<file path="src/rtl/syn_fifo_pkg.sv">
// Shared definitions for the programmable synchronous FIFO.
//   fifo_cw()    : width of a fill-level counter able to hold 0..depth
//   fifo_err_t   : sticky {overflow, underflow} status pair
//   DEF_*        : default geometry used by the top level
package syn_fifo_pkg;

    // A level counter must represent DEPTH itself, so it needs one more code
    // than the pointer range.
    function automatic int fifo_cw(input int depth);
        return $clog2(depth + 1);
    endfunction

    typedef struct packed {
        logic overflow;
        logic underflow;
    } fifo_err_t;

    localparam int DEF_DATA_WIDTH = 8;
    localparam int DEF_DEPTH      = 8;
    localparam int DEF_CW         = fifo_cw(DEF_DEPTH);

endpackage

</file>
<file path="src/rtl/syn_fifo_ram.sv">
// Storage array for syn_fifo_prog.
// One synchronous write port, one asynchronous read port, no reset.
//   clk      : clock
//   we_i     : write enable
//   waddr_i  : write address
//   wdata_i  : write data
//   raddr_i  : read address
//   rdata_o  : read data (combinational from raddr_i)
module syn_fifo_ram #(
    parameter int DATA_WIDTH = 8,
    parameter int DEPTH      = 8,
    parameter int AW         = $clog2(DEPTH)
) (
    input  logic                  clk,
    input  logic                  we_i,
    input  logic [AW-1:0]         waddr_i,
    input  logic [DATA_WIDTH-1:0] wdata_i,
    input  logic [AW-1:0]         raddr_i,
    output logic [DATA_WIDTH-1:0] rdata_o
);

    logic [DATA_WIDTH-1:0] mem [0:DEPTH-1];

    always_ff @(posedge clk) begin
        if (we_i) begin
            mem[waddr_i] <= wdata_i;
        end
    end

    // Read sees the pre-write contents during a same-address write, which is
    // what gives "old word" semantics on a full-FIFO read+write.
    assign rdata_o = mem[raddr_i];

endmodule

</file>
<file path="src/rtl/syn_fifo_prog.sv">
// Programmable single-clock FIFO with exact full/empty at any depth,
// almost-full/almost-empty thresholds, fill level, sticky error flags,
// synchronous flush and optional first-word-fall-through output.
//   clk, rst_n          : clock, asynchronous active-low reset
//   flush               : synchronous empty (ignores w_en/r_en that cycle)
//   clr_err             : clears sticky overflow/underflow
//   w_en, data_in       : write request and data
//   r_en                : read/pop request
//   data_out            : read data (registered, or head word when FWFT=1)
//   full, empty         : level==DEPTH / level==0
//   almost_full/_empty  : level >= AF_THRESH / level <= AE_THRESH
//   level               : number of words held
//   overflow, underflow : sticky rejected-write / rejected-read flags
module syn_fifo_prog
    import syn_fifo_pkg::*;
#(
    parameter int DATA_WIDTH = DEF_DATA_WIDTH,
    parameter int DEPTH      = DEF_DEPTH,
    parameter int AF_THRESH  = 6,
    parameter int AE_THRESH  = 1,
    parameter int FWFT       = 0
) (
    input  logic                         clk,
    input  logic                         rst_n,
    input  logic                         flush,
    input  logic                         clr_err,
    input  logic                         w_en,
    input  logic [DATA_WIDTH-1:0]        data_in,
    input  logic                         r_en,
    output logic [DATA_WIDTH-1:0]        data_out,
    output logic                         full,
    output logic                         empty,
    output logic                         almost_full,
    output logic                         almost_empty,
    output logic [fifo_cw(DEPTH)-1:0]    level,
    output logic                         overflow,
    output logic                         underflow
);

    localparam int CW = fifo_cw(DEPTH);
    localparam int AW = $clog2(DEPTH);

    localparam logic [CW-1:0] DEPTH_C = CW'(DEPTH);
    localparam logic [CW-1:0] AF_C    = CW'(AF_THRESH);
    localparam logic [CW-1:0] AE_C    = CW'(AE_THRESH);
    localparam logic [CW-1:0] ONE_CW  = CW'(1);
    localparam logic [AW-1:0] LAST_C  = AW'(DEPTH - 1);
    localparam logic [AW-1:0] ONE_AW  = AW'(1);

    // Elaboration-time parameter sanity
    if (DEPTH < 2) begin : g_chk_depth
        $error("syn_fifo_prog: DEPTH must be >= 2");
    end
    if (AF_THRESH < 1 || AF_THRESH > DEPTH) begin : g_chk_af
        $error("syn_fifo_prog: AF_THRESH must be in 1..DEPTH");
    end
    if (AE_THRESH < 0 || AE_THRESH >= DEPTH) begin : g_chk_ae
        $error("syn_fifo_prog: AE_THRESH must be in 0..DEPTH-1");
    end

    logic [AW-1:0]         w_ptr_q, w_ptr_d;
    logic [AW-1:0]         r_ptr_q, r_ptr_d;
    logic [CW-1:0]         level_q, level_d;
    fifo_err_t             err_q, err_d;
    logic [DATA_WIDTH-1:0] ram_rdata;
    logic                  rd_ok;
    logic                  wr_ok;

    // Flags straight from the registered level
    assign empty        = (level_q == '0);
    assign full         = (level_q == DEPTH_C);
    assign almost_full  = (level_q >= AF_C);
    assign almost_empty = (level_q <= AE_C);
    assign level        = level_q;
    assign overflow     = err_q.overflow;
    assign underflow    = err_q.underflow;

    // A full FIFO still accepts a write when a read frees a slot this cycle.
    assign rd_ok = r_en & ~empty;
    assign wr_ok = w_en & (~full | rd_ok);

    always_comb begin
        w_ptr_d = w_ptr_q;
        r_ptr_d = r_ptr_q;
        level_d = level_q;
        err_d   = err_q;
        if (flush) begin
            // Requests are dropped silently; sticky flags keep their value.
            w_ptr_d = '0;
            r_ptr_d = '0;
            level_d = '0;
        end else begin
            // Explicit wrap keeps non-power-of-2 depths correct.
            if (wr_ok) begin
                w_ptr_d = (w_ptr_q == LAST_C) ? '0 : w_ptr_q + ONE_AW;
            end
            if (rd_ok) begin
                r_ptr_d = (r_ptr_q == LAST_C) ? '0 : r_ptr_q + ONE_AW;
            end
            if (wr_ok && !rd_ok) begin
                level_d = level_q + ONE_CW;
            end else if (rd_ok && !wr_ok) begin
                level_d = level_q - ONE_CW;
            end
            // Setting wins over clearing in the same cycle.
            err_d.overflow  = (w_en & ~wr_ok) | (err_q.overflow  & ~clr_err);
            err_d.underflow = (r_en & ~rd_ok) | (err_q.underflow & ~clr_err);
        end
    end

    always_ff @(posedge clk or negedge rst_n) begin
        if (!rst_n) begin
            w_ptr_q <= '0;
            r_ptr_q <= '0;
            level_q <= '0;
            err_q   <= '0;
        end else begin
            w_ptr_q <= w_ptr_d;
            r_ptr_q <= r_ptr_d;
            level_q <= level_d;
            err_q   <= err_d;
        end
    end

    syn_fifo_ram #(
        .DATA_WIDTH (DATA_WIDTH),
        .DEPTH      (DEPTH),
        .AW         (AW)
    ) u_ram (
        .clk     (clk),
        .we_i    (wr_ok & ~flush),
        .waddr_i (w_ptr_q),
        .wdata_i (data_in),
        .raddr_i (r_ptr_q),
        .rdata_o (ram_rdata)
    );

    if (FWFT == 0) begin : g_reg_out
        logic [DATA_WIDTH-1:0] dout_q, dout_d;

        always_comb begin
            dout_d = dout_q;
            if (rd_ok && !flush) begin
                dout_d = ram_rdata;
            end
        end

        always_ff @(posedge clk or negedge rst_n) begin
            if (!rst_n) begin
                dout_q <= '0;
            end else begin
                dout_q <= dout_d;
            end
        end

        assign data_out = dout_q;
    end else begin : g_fwft_out
        // Head word is presented directly; zero when nothing is held.
        assign data_out = empty ? '0 : ram_rdata;
    end

endmodule

</file>
<file path="config.mk">
export PLATFORM = sky130hd
export DESIGN_NAME = syn_fifo_prog
export DESIGN_NICKNAME = d
export VERILOG_FILES = /design/src/rtl/syn_fifo_pkg.sv /design/src/rtl/syn_fifo_ram.sv /design/src/rtl/syn_fifo_prog.sv
export SDC_FILE = /design/constraint.sdc
export NUM_CORES = 1
export LEC_CHECK = 0
export ABC_CLOCK_PERIOD_IN_PS = 7200
export BUFFER_PORTS_ARGS = -buffer_cell sky130_fd_sc_hd__buf_2
export CORE_MARGIN = 2
export CORE_UTILIZATION = 40
export CTS_CLUSTER_SIZE = 16
export DETAILED_ROUTE_END_ITERATION = 8
export GPL_ROUTABILITY_DRIVEN = 0
export SYNTH_ARGS = -nofsm -noshare
export SYNTH_HDL_FRONTEND = slang
export SYNTH_SLANG_ARGS = --single-unit
</file>
<file path="constraint.sdc">
create_clock -name clk -period 7.2 [get_ports clk]
set_clock_uncertainty 0.05 [all_clocks]
set_input_delay 0.72 -clock clk [delete_from_list [all_inputs] [get_ports clk]]
set_output_delay 0.72 -clock clk [all_outputs]
set_load 0.05 [all_outputs]
</file>
Word-level counts from Yosys, hierarchy flattened
Memories as Yosys holds them, arrays and structs flattened. A register that Yosys moved wholly into a read port is not among the register bits.
Cells that the tools add are included.
- register bits after elaboration: 12
- RAM bits: 64
- memories kept: 1
- word-level logic and storage cells: 53
- bits of input ports: 14
- output and inout bits: 18
- muxes and demuxes: 11
- add/subtract/negate cells: 4
- eq/ne operators: 3
- magnitude comparators: 2
- reduce and logical (&&, ||, !) cells: 11
- bitwise gates (word level): 16
- memories (memory ; words ; width ; read ports ; clocked after Yosys merged registers in ; wr ports ; RTL line ; RTL):
    u_ram.mem ; 8 ; 8 ; 1 ; 1 ; 1 ; syn_fifo_ram.sv:22 ; logic [DATA_WIDTH-1:0] mem [0:DEPTH-1];
- operators with widths (cell ; number):
    $mux W3 ; 6
    $mux W4 ; 3
    $and A1 B1 Y1 ; 7
    $add A3 B1 Y3 const B ; 2
    $eq A3 B3 Y1 const B ; 2
    $not A1 Y1 ; 6
    $add A4 B1 Y4 const B ; 1
    $eq A4 B4 Y1 const B ; 1
    $ge A4 B3 Y1 const B ; 1
    $le A4 B1 Y1 const B ; 1
    $logic_not A1 Y1 ; 4
    $logic_not A4 Y1 ; 1
    $reduce_bool A2 Y1 ; 2
    $sub A4 B1 Y4 const B ; 1
    $logic_and A1 B1 Y1 ; 3
    $or A1 B1 Y1 ; 3
    $reduce_bool A3 Y1 ; 1
    $mux W1 ; 2

Depth between registers and ports, before layout
- word-level depth: 10
- depth in mapped cells: 7
- depth with buffers taken out: 6

Modules after synthesis
A second synthesis with hierarchy kept.
- cell total of the unflattened synthesis: 205
- area, all modules: 3661.0 um^2
- modules (own cells, without submodules) (module ; seq. area each (um^2) ; cells an instance ; instances ; area an instance (um^2)):
    syn_fifo_ram ; 1921.8 ; 106 ; 1 ; 2531.2
    syn_fifo_prog ; 500.5 ; 99 ; 1 ; 1129.8

Worst setup path after synthesis
Ideal clock, no wire load.
- path type: register -> output
- from: register level_q[0], in the netlist level[0]
- to: output almost_empty
- stages on the path, launching flop included: 5
- buffers on the path: 0
- data required time: 6.430 ns
- data arrival time: 2.069 ns
- setup slack: 4.361 ns
- path through: dfrtp_1 -> inv_1 -> ha_1 -> nor2_1 -> nor3_1
- word-level cells in the longest chain between the ends: 1
- ends and longest elaborated chain (item ; RTL line ; RTL):
    start, declared ; syn_fifo_prog.sv:63 ; logic [CW-1:0] level_q, level_d;
    start signal, assigned ; syn_fifo_prog.sv:120 ; level_q <= level_d;
    $le A4 B1 Y1 ; syn_fifo_prog.sv:73 ; assign almost_empty = (level_q <= AE_C);
    end, declared ; syn_fifo_prog.sv:34 ; output logic almost_empty,
Every way passes these cells.

Worst setup path after layout
- from: register level_q[0], in the netlist level[0]
- to: memory u_ram.mem[0][6], enable pin
- word-level cells in the longest chain between the ends: 8
- elaborated cells between the ends (all ways): 10
- those cells by class: 1 x eq/ne; 2 x mux; 6 x bitwise; 1 x reduce/logical
- ends and longest elaborated chain (item ; RTL line ; RTL):
    $logic_not A4 Y1 ; syn_fifo_prog.sv:70 ; assign empty = (level_q == '0);
    $not A1 Y1 ; syn_fifo_prog.sv:79 ; assign rd_ok = r_en & ~empty;
    $and A1 B1 Y1 ; syn_fifo_prog.sv:79 ;
    $or A1 B1 Y1 * ; syn_fifo_prog.sv:80 ; assign wr_ok = w_en & (~full | rd_ok);
    $and A1 B1 Y1 * ; syn_fifo_prog.sv:80 ;
    $and A1 B1 Y1 * ; syn_fifo_prog.sv:131 ; .we_i (wr_ok & ~flush),
    $mux W1 * ; syn_fifo_ram.sv:25 ; if (we_i) begin
    $mux W1 (implied by the code) * ; syn_fifo_ram.sv:26 ; mem[waddr_i] <= wdata_i;
    end, declared ; syn_fifo_ram.sv:22 ;
Every way passes the cells marked *; elsewhere a longest branch is shown, timed or not.

==> results.yml <==
placement:
  hpwl_mm: 4.872
  dp_cells: 381
  placement.io_buffers: 31
  dpl-instance-area_um2: 3894
global_routing:
  grt-busiest-layer: "met1"
  use_met2_pct: 21.73
  grt_antenna_before_repair: 0
  grt_max_degree: 36
  grt_pass1_vias: 2031
  grt_pass1_wl_mm: 11.28
  grt-ovfl-total: 0
  grt_util_met3_pct: 3.092
  grt_use_total_pct: 15.45
  met1_usage_pct: 23.52
drt:
  drtPass1Iterations: 4
  wl_mm: 7.003
  routed_via_density: 5.189
  wire_per_inst_um: 17.64
  vias: 2060
  drc: 0
  antenna_left: 0
  drt_iter0_markers: 116
timing:
  period_share_pct: 37.77
  tightest_slew_ns: 1.191
  finalHoldViolations: 0
  setup-tns-final_ns: 0
  finalCriticalPeriod_ns: 2.719
  rsz0062_at_grt: "no"
  holdWs_ns: 0.2649
  setup_violations: 0
  drv_slew: 0
  slew_headroom_pct: 19.98
  fmax_ghz: 0.3677
clocking:
  cts_inserted_buffers: 9
  post_cts_resized: 0
  cts_tree: "built"
  ctsHtreeMaxLevel: 3
  insertion_delay_ns: 0.35
  hold_buffers: 0
  cts.clk_slew.worst_paths_ns: 0.09
  cts-root-buf: "clkbuf_8"
  cts_setup_buffers: 0
  cts.path.max_buffers: 2
  cts_sinks: 84
logic_synthesis:
  yosys.area.top_type: "edfxtp_1"
  synth-seq-area-share_pct: 66.12
  yosysTopAreaCellShare_pct: 52.46
  synthCells: 253
  yosys_warnings: 0
  synth_area_um2: 3664
  synth_top_cells_by_area: "edfxtp_1 52%, dfrtp_1 14%, mux2i_1 9.8%"
  ys_types: 38
  ys_ff_latch: 84
  syn_nets: 276
  syn_area_per_cell_um2: 14.48
critical_path:
  crit_arrival_ns: 2.64
  cp_num_buf_inv: 1
  r2r-start: "level[0]"
  cp_max_fo: 8
  endpoint_kind: "register"
  reg2reg_slack_ns: 4.48
  criticalPathCategory: "reg2reg"
  slowest_delay_ns: 0.78
  crit_chain: "inv_1, ha_1, nor4bb_2, or3_1, nor3_1"
  crit_path_end: "u_ram.mem[0][6]"
  cp.depth: 5
  critPathTopFamily: "simple AND/OR/NAND/NOR gates"
  cp_slowest_cell: "nor3_1"
  required_ns: 7.12
  cp-start-kind: "register"
  r2r_cells: 5
  timing.rr.end: "u_ram.mem[0][6]"
  cp-startpoint: "level[0]"
floorplan:
  dieWidth_um: 99.70
  initial_core_util_pct: 41.60
  ios: 32
  num_rows: 34
  fp.dieH_um: 99.70
  fp.dieArea_um2: 9940
  core_area_um2: 8806
layout:
  fillers: 780
  fin_cells: 397
  diodes: 0
  multiInputGateArea_um2: 1131
  drive_above_1_share_pct: 19.72
  fin_area_um2: 4093
  utilization_pct: 46.48
  finish.net_count: 307
  syn_to_final_growth_pct: 11.71
  regArea_um2: 2424
power:
  internal_power_uw: 839.1
  worst_ir_drop_vdd_uv: 113.5
  power_density_nw_per_um2: 320.7
  combPwrFrac_pct: 27.8
  seqPwrFrac_pct: 46.5
  p_leak_uw: 0.001506
  power_switching_uw: 473.3
  netSwitchingFraction_pct: 36.06
  clkPwrFrac_pct: 25.7
run:
  maxCapViolCount: 0
hold_path:
  hold_class: "in2async"
run_status:
  outcome: "complete, no violations"
cell usage after synthesis (all sizes together):
master,count
dfrtp,20
o311ai,1
nor3,4
mux2,1
nor3b,2
or3b,1
xor2,2
o21ai,11
clkbuf,2
nand3b,1
nand2b,7
nor2b,3
nand4,1
inv,13
or3,4
ha,9
buf,9
a22o,1
nor2,15
mux2i,36
edfxtp,64
a21o,1
and3b,1
nand3,10
a22oi,17
a21oi,6
nor4bb,1
a32o,1
a211oi,1
and2,1
nand2,7
worst min-delay path by stage:
stage,startpoint,to,slack (ns)
floorplan,rst_n,data_out[0],0.37
CTS,rst_n,level[0],0.27
global placement,data_out[1],data_out[1],0.46
finish,rst_n,level[0],0.26
detailed placement,underflow,underflow,0.46
global route,rst_n,level[0],0.30
state kept, by name, indices dropped and copies added (netlist names):
signal,cells
underflow,1
data_out,8
u_ram.mem,64
overflow,1
w_ptr_q,3
level,4
r_ptr_q,3
worst register-to-register path: stages, from the launching register on:
cell      delay, ns
dfrtp_1        0.45
inv_1          0.13
ha_1           0.28
nor4bb_2       0.21
or3_1          0.45
nor3_1         0.78
cell usage in the layout (no fill, tap or decap), types with 2 or more instances in the layout:
cell        count
edfxtp_1       64
mux2i_1        36
buf_2          31
dfrtp_1        19
a22oi_1        16
nor2_1         14
inv_1          13
nand3_1        10
o21ai_1         9
ha_1            9
clkbuf_8        9
nand2_1         7
a21oi_1         6
nand2b_1        5
or3_1           4
nor3_1          4
nor2b_1         3
nor3b_4         2
o21ai_0         2
nand2b_4        2
xor2_1          2
inv_6           2
clkinvlp_4      2
through the flow:
step,setup slack [ns],power [µW]
after detailed placement,4.420,989.2
after CTS,4.464,1320
after global routing,4.278,1376
after global placement,4.475,984.9
final,4.481,1312
after floorplan,4.361,906.4
layer usage:
metal,up-vias,routed length [µm]
met3,9,383
met1,1001,3461
met2,49,3060
li1,1001,-
met4,0,97
met5,-,0
power groups by stage:
stage / clock [µW] / combinational [µW] / sequential, µW
detailed placement: 0 / 366 / 623
CTS: 341 / 367 / 612
finish: 338 / 365 / 610
floorplan: 0 / 211 / 696
global placement: 0 / 365 / 620
global route: 362 / 394 / 619
cells by family (layout without fill, tap and decap cells):
family	Yosys count	count (layout)	share of synthesized area [%]
buffers and inverters	24	60	3.006
and+or+nand+nor	58	58	9.632
AOI/OAI and AO/OA	39	39	7.446
DFF	84	84	66.12
muxes	37	37	10.25
xor gates and xnor gates	2	2	0.4782
adders and majority gates	9	9	3.074
layout make-up:
type / instances / share of cell area, %
clock inverter: 7 / 1.834
timing repair buffer: 31 / 3.791
multi-input combinational: 145 / 27.64
inverter: 13 / 1.192
clock buffer: 9 / 3.027
tap: 108 / 3.302
sequential: 84 / 59.22
No activity file was read; power rests on OpenSTA's default activity.
